[src/rtl/acondicionador_botones.sv]
// Button conditioner for the PicoBlaze keyboard port.
// Synchronises and debounces seven push-buttons and turns each press into a sticky
// event flag that the port decode clears on read. aumenta/disminuye auto-repeat
// while held. A held interrupt request is raised whenever any flag sets.
module acondicionador_botones #(
  parameter int unsigned DEBOUNCE_CYCLES = 1_000_000,
  parameter int unsigned REPEAT_DELAY    = 50_000_000,
  parameter int unsigned REPEAT_PERIOD   = 20_000_000
) (
  input  logic       clk_i,
  input  logic       reset_i,
  input  logic [6:0] btn_raw_i,
  input  logic [6:0] flag_clr_i,
  input  logic       interrupt_ack_i,
  output logic [6:0] btn_flag_o,
  output logic [6:0] btn_level_o,
  output logic       interrupcion_o
);

  localparam int unsigned NumBtn = 7;
  localparam int unsigned NumRep = 2;  // only aumenta [0] and disminuye [1] repeat
  localparam int unsigned DbW    = $clog2(DEBOUNCE_CYCLES + 1);

  localparam logic [DbW-1:0] DbLast    = DbW'(DEBOUNCE_CYCLES - 1);
  localparam logic [31:0]    DelayLast = 32'(REPEAT_DELAY - 1);
  localparam logic [31:0]    PerLast   = 32'(REPEAT_PERIOD - 1);

  // Synchroniser chain
  logic [NumBtn-1:0] sync1_q, sync2_q;

  // Debouncer
  logic [DbW-1:0]    db_cnt_q [NumBtn];
  logic [DbW-1:0]    db_cnt_d [NumBtn];
  logic [NumBtn-1:0] level_q, level_d;
  logic [NumBtn-1:0] level_prev_q;
  logic [NumBtn-1:0] level_rise;

  // Auto-repeat
  logic [31:0]       rep_cnt_q [NumRep];
  logic [31:0]       rep_cnt_d [NumRep];
  logic [NumRep-1:0] rep_first_q, rep_first_d;
  logic [NumRep-1:0] rep_tick;

  // Event flags and interrupt
  logic [NumBtn-1:0] flag_q, flag_d;
  logic [NumBtn-1:0] flag_set;
  logic              irq_q, irq_d;

  // Two-flop synchroniser; only sync2_q is seen by the debouncer.
  always_ff @(posedge clk_i) begin
    if (reset_i) begin
      sync1_q <= '0;
      sync2_q <= '0;
    end else begin
      sync1_q <= btn_raw_i;
      sync2_q <= sync1_q;
    end
  end

  // Accept a new level only after it has differed from the current one for
  // DEBOUNCE_CYCLES consecutive cycles; any agreement restarts the count.
  always_comb begin
    level_d = level_q;
    for (int i = 0; i < int'(NumBtn); i++) begin
      db_cnt_d[i] = '0;
      if (sync2_q[i] != level_q[i]) begin
        if (db_cnt_q[i] == DbLast) begin
          level_d[i] = sync2_q[i];
        end else begin
          db_cnt_d[i] = db_cnt_q[i] + DbW'(1);
        end
      end
    end
  end

  // Debounce counters and accepted level.
  always_ff @(posedge clk_i) begin
    if (reset_i) begin
      level_q <= '0;
      for (int i = 0; i < int'(NumBtn); i++) begin
        db_cnt_q[i] <= '0;
      end
    end else begin
      level_q <= level_d;
      for (int i = 0; i < int'(NumBtn); i++) begin
        db_cnt_q[i] <= db_cnt_d[i];
      end
    end
  end

  // Delayed copy of the level, used to spot the press (0->1) edge.
  always_ff @(posedge clk_i) begin
    if (reset_i) begin
      level_prev_q <= '0;
    end else begin
      level_prev_q <= level_q;
    end
  end

  assign level_rise = level_q & ~level_prev_q;

  // Repeat timers: count from the level rise, fire after REPEAT_DELAY cycles, then
  // every REPEAT_PERIOD cycles; a low level parks the timer at zero immediately.
  always_comb begin
    rep_tick    = '0;
    rep_first_d = rep_first_q;
    for (int i = 0; i < int'(NumRep); i++) begin
      rep_cnt_d[i] = '0;
      if (!level_q[i]) begin
        rep_first_d[i] = 1'b1;
      end else if (rep_cnt_q[i] == (rep_first_q[i] ? DelayLast : PerLast)) begin
        rep_tick[i]    = 1'b1;
        rep_first_d[i] = 1'b0;
      end else begin
        rep_cnt_d[i] = rep_cnt_q[i] + 32'd1;
      end
    end
  end

  // Repeat timer state.
  always_ff @(posedge clk_i) begin
    if (reset_i) begin
      rep_first_q <= '1;
      for (int i = 0; i < int'(NumRep); i++) begin
        rep_cnt_q[i] <= '0;
      end
    end else begin
      rep_first_q <= rep_first_d;
      for (int i = 0; i < int'(NumRep); i++) begin
        rep_cnt_q[i] <= rep_cnt_d[i];
      end
    end
  end

  // Flags: set beats clear so an event is never lost; interrupt latches on any
  // flag rising and a simultaneous ack cannot swallow it.
  always_comb begin
    flag_set = level_rise | {{(NumBtn - NumRep){1'b0}}, rep_tick};
    flag_d   = flag_set | (flag_q & ~flag_clr_i);
    if (|(flag_d & ~flag_q)) begin
      irq_d = 1'b1;
    end else begin
      irq_d = irq_q & ~interrupt_ack_i;
    end
  end

  // Flag and interrupt registers.
  always_ff @(posedge clk_i) begin
    if (reset_i) begin
      flag_q <= '0;
      irq_q  <= 1'b0;
    end else begin
      flag_q <= flag_d;
      irq_q  <= irq_d;
    end
  end

  assign btn_flag_o     = flag_q;
  assign btn_level_o    = level_q;
  assign interrupcion_o = irq_q;

endmodule

[config.mk]
export PLATFORM = sky130hd
export DESIGN_NAME = acondicionador_botones
export DESIGN_NICKNAME = d
export VERILOG_FILES = /design/src/rtl/acondicionador_botones.sv
export SDC_FILE = /design/constraint.sdc
export NUM_CORES = 1
export LEC_CHECK = 0
export CORE_ASPECT_RATIO = 1.4
export CORE_MARGIN = 10
export CORE_UTILIZATION = 35
export DETAILED_ROUTE_END_ITERATION = 8
export GPL_ROUTABILITY_DRIVEN = 0
export PLACE_DENSITY = 0.52
export SLEW_MARGIN = 10
export SYNTH_ARGS = -nofsm -noshare
export SYNTH_HDL_FRONTEND = slang
export SYNTH_SLANG_ARGS = --single-unit
[constraint.sdc]
create_clock -name clk_i -period 2.14 [get_ports clk_i]
set_input_delay 0.642 -clock clk_i [delete_from_list [all_inputs] [get_ports clk_i]]
set_output_delay 0.642 -clock clk_i [all_outputs]
set_load 0.02 [all_outputs]
Word level (Yosys, flattened, before mapping)
Memories as Yosys holds them, arrays and structs flattened.
Index checks and enable logic that the tools add are counted.
{"block": "op_classes", "n_addsub": 9, "n_eq_ne": 16, "muxes": 37, "bitwise_logic": 21, "reduce_logical": 10}
{"operator": "2-to-1 mux 20 bit", "count": 21}
{"operator": "2-to-1 mux 32 bit", "count": 6}
{"operator": "adder 20 x 1 -> 20 bit (second input constant)", "count": 7}
{"operator": "== test 20 bit (second input constant)", "count": 7}
{"operator": "adder 32 x 1 -> 32 bit (second input constant)", "count": 2}
{"operator": "== test 32 x 26 -> 1 bit", "count": 2}
{"operator": "2-to-1 mux 26 bit", "count": 2}
{"operator": "AND 7 bit", "count": 3}
{"operator": "inverter 7 bit", "count": 3}
{"operator": "AND reduction 2 bit", "count": 7}
{"operator": "bitwise OR 1 bit", "count": 9}
{"operator": "2-to-1 mux 1 bit", "count": 8}
{"operator": "!= test 1 bit", "count": 7}
{"operator": "bitwise OR 7 x 2 -> 7 bit", "count": 1}
{"operator": "bitwise OR 7 bit", "count": 1}
{"operator": "OR reduction 7 bit", "count": 1}
{"operator": "OR reduction 2 bit", "count": 2}
{"operator": "inverter 1 bit", "count": 3}
{"operator": "AND 1 bit", "count": 1}
{"block": "word_totals", "regBits": 38, "ram_bits": 204, "output_inout_bits": 15, "word_cells": 109, "mem_count": 2}
{"name": "db_cnt_q", "depth": 7, "width": 20, "read_ports": 7, "rd_clocked_by_memory_dff": 0, "wr": 7, "line": "32", "text": "logic [DbW-1:0] db_cnt_q [NumBtn];"}
{"name": "rep_cnt_q", "depth": 2, "width": 32, "read_ports": 2, "rd_clocked_by_memory_dff": 0, "wr": 2, "line": "39", "text": "logic [31:0] rep_cnt_q [NumRep];"}

Logic depth before layout (Yosys ltp)
Gate-level depths: netlist of run 1.
{"block": "logic_depth", "ltp_word": 9, "mapped_depth": 7}

Least setup slack after synthesis of run 1
OpenSTA, ideal clock, no wires.
{"block": "synth_timing", "path_type": "register -> register", "startpoint": "memory db_cnt_q[5][0] (netlist name)", "endpoint": "memory db_cnt_q[5][11] (netlist name)", "setup_ns": 0.128, "arrival_time_ns": 1.713, "t_required_ns": 2.012, "path_slack_ns": 0.299, "stages_incl_launch_ff": 8, "path_buffers": 1, "cell_sequence": "dfxtp_1 ha_1 and4_1 nand2_1 nor4_1 or3_1 clkbuf_1 nor2_1"}
{"item": "start, declared", "line": "32"}

Final worst setup path of run 1
{"block": "layout_timing", "startpoint": "register level_q[5] (netlist: btn_level_o[5])", "endpoint": "output port btn_level_o[5]"}
{"item": "start, declared", "line": "34", "text": "logic [NumBtn-1:0] level_q, level_d;"}
{"item": "start signal, assigned", "line": "84", "text": "level_q <= level_d;"}
{"item": "end, declared", "line": "16", "text": "output logic [6:0] btn_level_o,"}
No word-level cell between the ends.

==> insert_results.sql, run 1 <==
INSERT INTO impl_metrics (metric_group, metric, value, unit) VALUES
('run_status', 'outcome', 'finished, final reports clean', ''),
('timing', 'fin_crit', '2060', 'ps'),
('worst_setup_path', 'critPathBufInv', '1', ''),
('die', 'die_footprint', '36900', 'um2'),
('grt', 'grt_pass1_wl', '35700', 'um'),
('grt', 'initial_antenna_violation_count', '0', ''),
('power', 'seq_power_share', '48.9', '%'),
('power', 'p_sw', '1.86', 'mW'),
('placement', 'port_buffers', '31', ''),
('routing', 'drt-pass1-iter-count', '4', ''),
('grt', 'grt_overflow', '0', ''),
('yosys', 'post-synth-top-area-cell', 'dfxtp_1', ''),
('worst_setup_path', 'critical-path-top-delay-family', 'flip-flops', ''),
('grt', 'grt_start_max_net_pins', '33', ''),
('power', 'vdd_ir_drop_max', '0.503', 'mV'),
('yosys', 'synth_nets', '1187', ''),
('yosys', 'post_synth.cell_area_avg', '8.90', 'um2'),
('worst_setup_path', 'criticalPathCategory', 'reg2out', ''),
('worst_setup_path', 'worst-path-max-fanout', '5', ''),
('yosys', 'synth-edff-count', '0', ''),
('timing', 'period_share', '96.4', '%'),
('grt', 'grt_util_all_layers', '11.2', '%'),
('worst_setup_path', 'timing.critical_path.arrival', '1420', 'ps'),
('final_layout', 'antennaDiodeCount', '0', ''),
('cts', 'clock_insertion_delay_worst_skew', '530', 'ps'),
('power', 'comb_power_share', '1.1', '%'),
('hold_path', 'timing.hold.worst_path_depth', '1', ''),
('placement', 'hpwl_after_detailed_placement', '14100', 'um'),
('timing', 'report.final.setup_viol', '0', ''),
('routing', 'antenna_violating_nets_post_route', '0', ''),
('yosys', 'seq_area_frac_synth', '46.9', '%'),
('routing', 'avgViaCountPerCell', '4.76', ''),
('final_layout', 'area_delta_synth_final', '17.4', '%'),
('yosys', 'ys_async_sr_fraction', '0', '%'),
('timing', 'clock-skew-final', '13.5', 'ps'),
('final_layout', 'num-nets-final', '1247', ''),
('placement', 'dp_slack', '164', 'ps'),
('routing', 'drc', '0', ''),
('power', 'p_per_area', '764', 'nW/um2'),
('cts', 'cts_hold_repair.buffers', '0', ''),
('grt', 'via_count_of_the_first_global_routing_pass', '7604', ''),
('yosys', 'synth_warnings', '0', ''),
('final_layout', 'layout.area.seq', '4840', 'um2'),
('yosys', 'post_synth_main_area_contributors', 'dfxtp_1 47%, nor2_1 9.0%, xnor2_1 8.7%', ''),
('cts', 'clock_pin_slew_of_the_registers_on_the_worst_case_setup_and_hold_paths', '60', 'ps'),
('routing', 'detail_route.iter0.violations', '368', ''),
('timing', 'setup_slack', '76.4', 'ps'),
('die', 'ioPinCount', '32', ''),
('flow_run', 'maxCapViolations', '0', ''),
('worst_setup_path', 'worstPathCellList', 'dlygate4sd2_1', ''),
('timing', 'worst_slew_pin_slew', '513', 'ps'),
('die', 'floorplan.initialDensity', '35.4', '%'),
('yosys', 'mappedNetlistArea', '10300', 'um2'),
('worst_setup_path', 'critical_path.startpoint', 'btn_level_o[5]', ''),
('cts', 'cts_tree', 'done', ''),
('final_layout', 'layout.filler_cells', '2937', ''),
('timing', 'timing.final.max_slew_violations', '0', ''),
('power', 'netSwitchingFraction', '20.1', '%'),
('worst_setup_path', 'critical_path.max_stage_delay', '490', 'ps'),
('routing', 'dr_total_vias', '7717', ''),
('worst_setup_path', 'critical-path-slowest-cell', 'dfxtp_1', ''),
('cts', 'post-cts-setup-buffers', '0', ''),
('routing', 'average_wire_per_standard_cell', '12.6', 'um'),
('die', 'rows', '74', ''),
('worst_setup_path', 'worst_r2r_path_depth', '6', ''),
('hold_path', 'hp-class', 'reg2reg', ''),
('hold_path', 'min_from', 'sync1_q[2]', ''),
('yosys', 'synth_cells', '1161', ''),
('worst_setup_path', 'critPathLaunchType', 'flip-flop', ''),
('die', 'core_region_area', '29200', 'um2'),
('cts', 'ctsHtreeMaxLevel', '1', '');
-- logic make-up (layout without fill, tap and decap cells) --
logic type                 after synthesis  in the layout  share of synthesized area (%)
and+or+nand+nor                        628            628                           30.9
AOI/OAI and AO/OA                       25             25                           1.82
adders and majority gates                9              9                           1.09
xor gates and xnor gates               190            190                           16.1
muxes                                    7              7                          0.678
DFF                                    242            242                           46.9
buffers and inverters                   60            140                           2.57
-- registers in the layout, summed over array words and instances, names as in the netlist --
register	cells
level_prev_q	7
btn_flag_o	7
rep_cnt_q	64
sync2_q	7
interrupcion_o	1
db_cnt_q	140
rep_first_q	2
sync1_q	7
btn_level_o	7
-- power by group through the flow --
stage	combinational, mW	clock, mW	sequential [mW]
floorplan	0.0513	0	4.63
global placement	0.102	0	4.63
detailed placement	0.103	0	4.63
CTS	0.103	4.82	4.53
global route	0.112	4.97	4.53
finish	0.101	4.63	4.53
-- stage by stage --
stage	hold slack, ps	cells	util [%]	power (mW)
finish	434	1621	41.6	9.27
global route	456	1621	41.6	9.61
CTS	434	1621	41.6	9.45
detailed placement	423	1573	38.6	4.73
global placement	422	1573	38.6	4.73
floorplan	413	1161	-	4.68
-- cells in the final DEF, fill, tap and decap left out, types with 4 or more instances in the layout --
cell type | netlist | routed
ha_1 | 9 | 9
a21oi_1 | 9 | 9
buf_12 | 0 | 4
inv_1 | 29 | 29
nor3_1 | 28 | 28
dfxtp_1 | 242 | 242
nor2b_1 | 23 | 23
and2_1 | 9 | 9
nand3_1 | 77 | 77
nand2b_1 | 12 | 12
xor2_1 | 87 | 87
nand4_1 | 45 | 45
clkbuf_8 | 0 | 5
o21ai_0 | 5 | 5
clkdlybuf4s50_1 | 0 | 15
buf_4 | 0 | 28
dlygate4sd2_1 | 0 | 15
and3_1 | 21 | 21
clkinv_2 | 0 | 7
or3_1 | 10 | 8
nor4_1 | 32 | 32
nor4b_1 | 12 | 12
nand2_1 | 64 | 64
and4_1 | 24 | 24
nor2_1 | 247 | 247
mux2i_1 | 7 | 7
clkbuf_16 | 0 | 27
xnor2_1 | 103 | 103
clkbuf_1 | 12 | 4
-- cell usage after synthesis (all sizes together) (2+ instances only) --
library cell / count
mux2i: 7
o22ai: 2
inv: 29
nor3b: 2
nand4: 46
buf: 19
ha: 9
nand3b: 2
clkbuf: 12
nand4b: 2
o21ai: 5
dfxtp: 242
and4: 25
or4: 2
and2: 10
xnor2: 103
and3: 23
xor2: 87
a21oi: 9
nand2b: 12
nor4b: 12
nor3: 28
nand2: 64
nor2b: 23
nor4: 34
nor4bb: 3
or4b: 2
or3: 10
nor2: 247
nand3: 77
-- layout make-up --
cell class,instances,share of cell area (%)
Multi-Input combinational cell,859,43.1
Sequential cell,242,39.9
Clock buffer,36,6.26
Timing Repair Buffer,63,4.76
Clock inverter,12,1.16
Tap cell,380,3.92
Inverter,29,0.897
-- path summary, 6_finish.rpt --
| check | slack (ps) | to |
|---|---|---|
| setup / recovery | 80 | btn_level_o[5] |
| hold / removal | 430 | sync2_q[2] |
| setup reg to reg | 180 | rep_cnt_q[0][36] |
| hold reg to reg | 430 | sync2_q[2] |
-- worst register-to-register path: cells and delay by family (launching register included) --
family	cells	cell delay, ps
buf+inv	1	200
flops	1	360
simple gates	4	780
compound gates	1	500
-- layer usage --
| metal | track usage, % | vias up | wire [um] |
|---|---|---|---|
| li1 | - | 4055 | - |
| met1 | 14.1 | 3566 | 9620 |
| met2 | 18.7 | 72 | 9510 |
| met3 | 2.06 | 24 | 786 |
| met4 | 4.21 | 0 | 476 |
| met5 | 0 | - | 0 |
-- timing repair --
action | 4_1_cts | 5_1_grt
hold endpoints to repair | 0 | 0
gates resized for setup | 15 | 2
endpoints found under the setup margin | 15 | 8
Power figures use the tool's default switching activity.
==> inputs of run 2 (changes only) <==
CAP_MARGIN = 20   (was default)
==> results of run 2 <==
The final DEF is identical to that of run 1; final timing and power are the same.
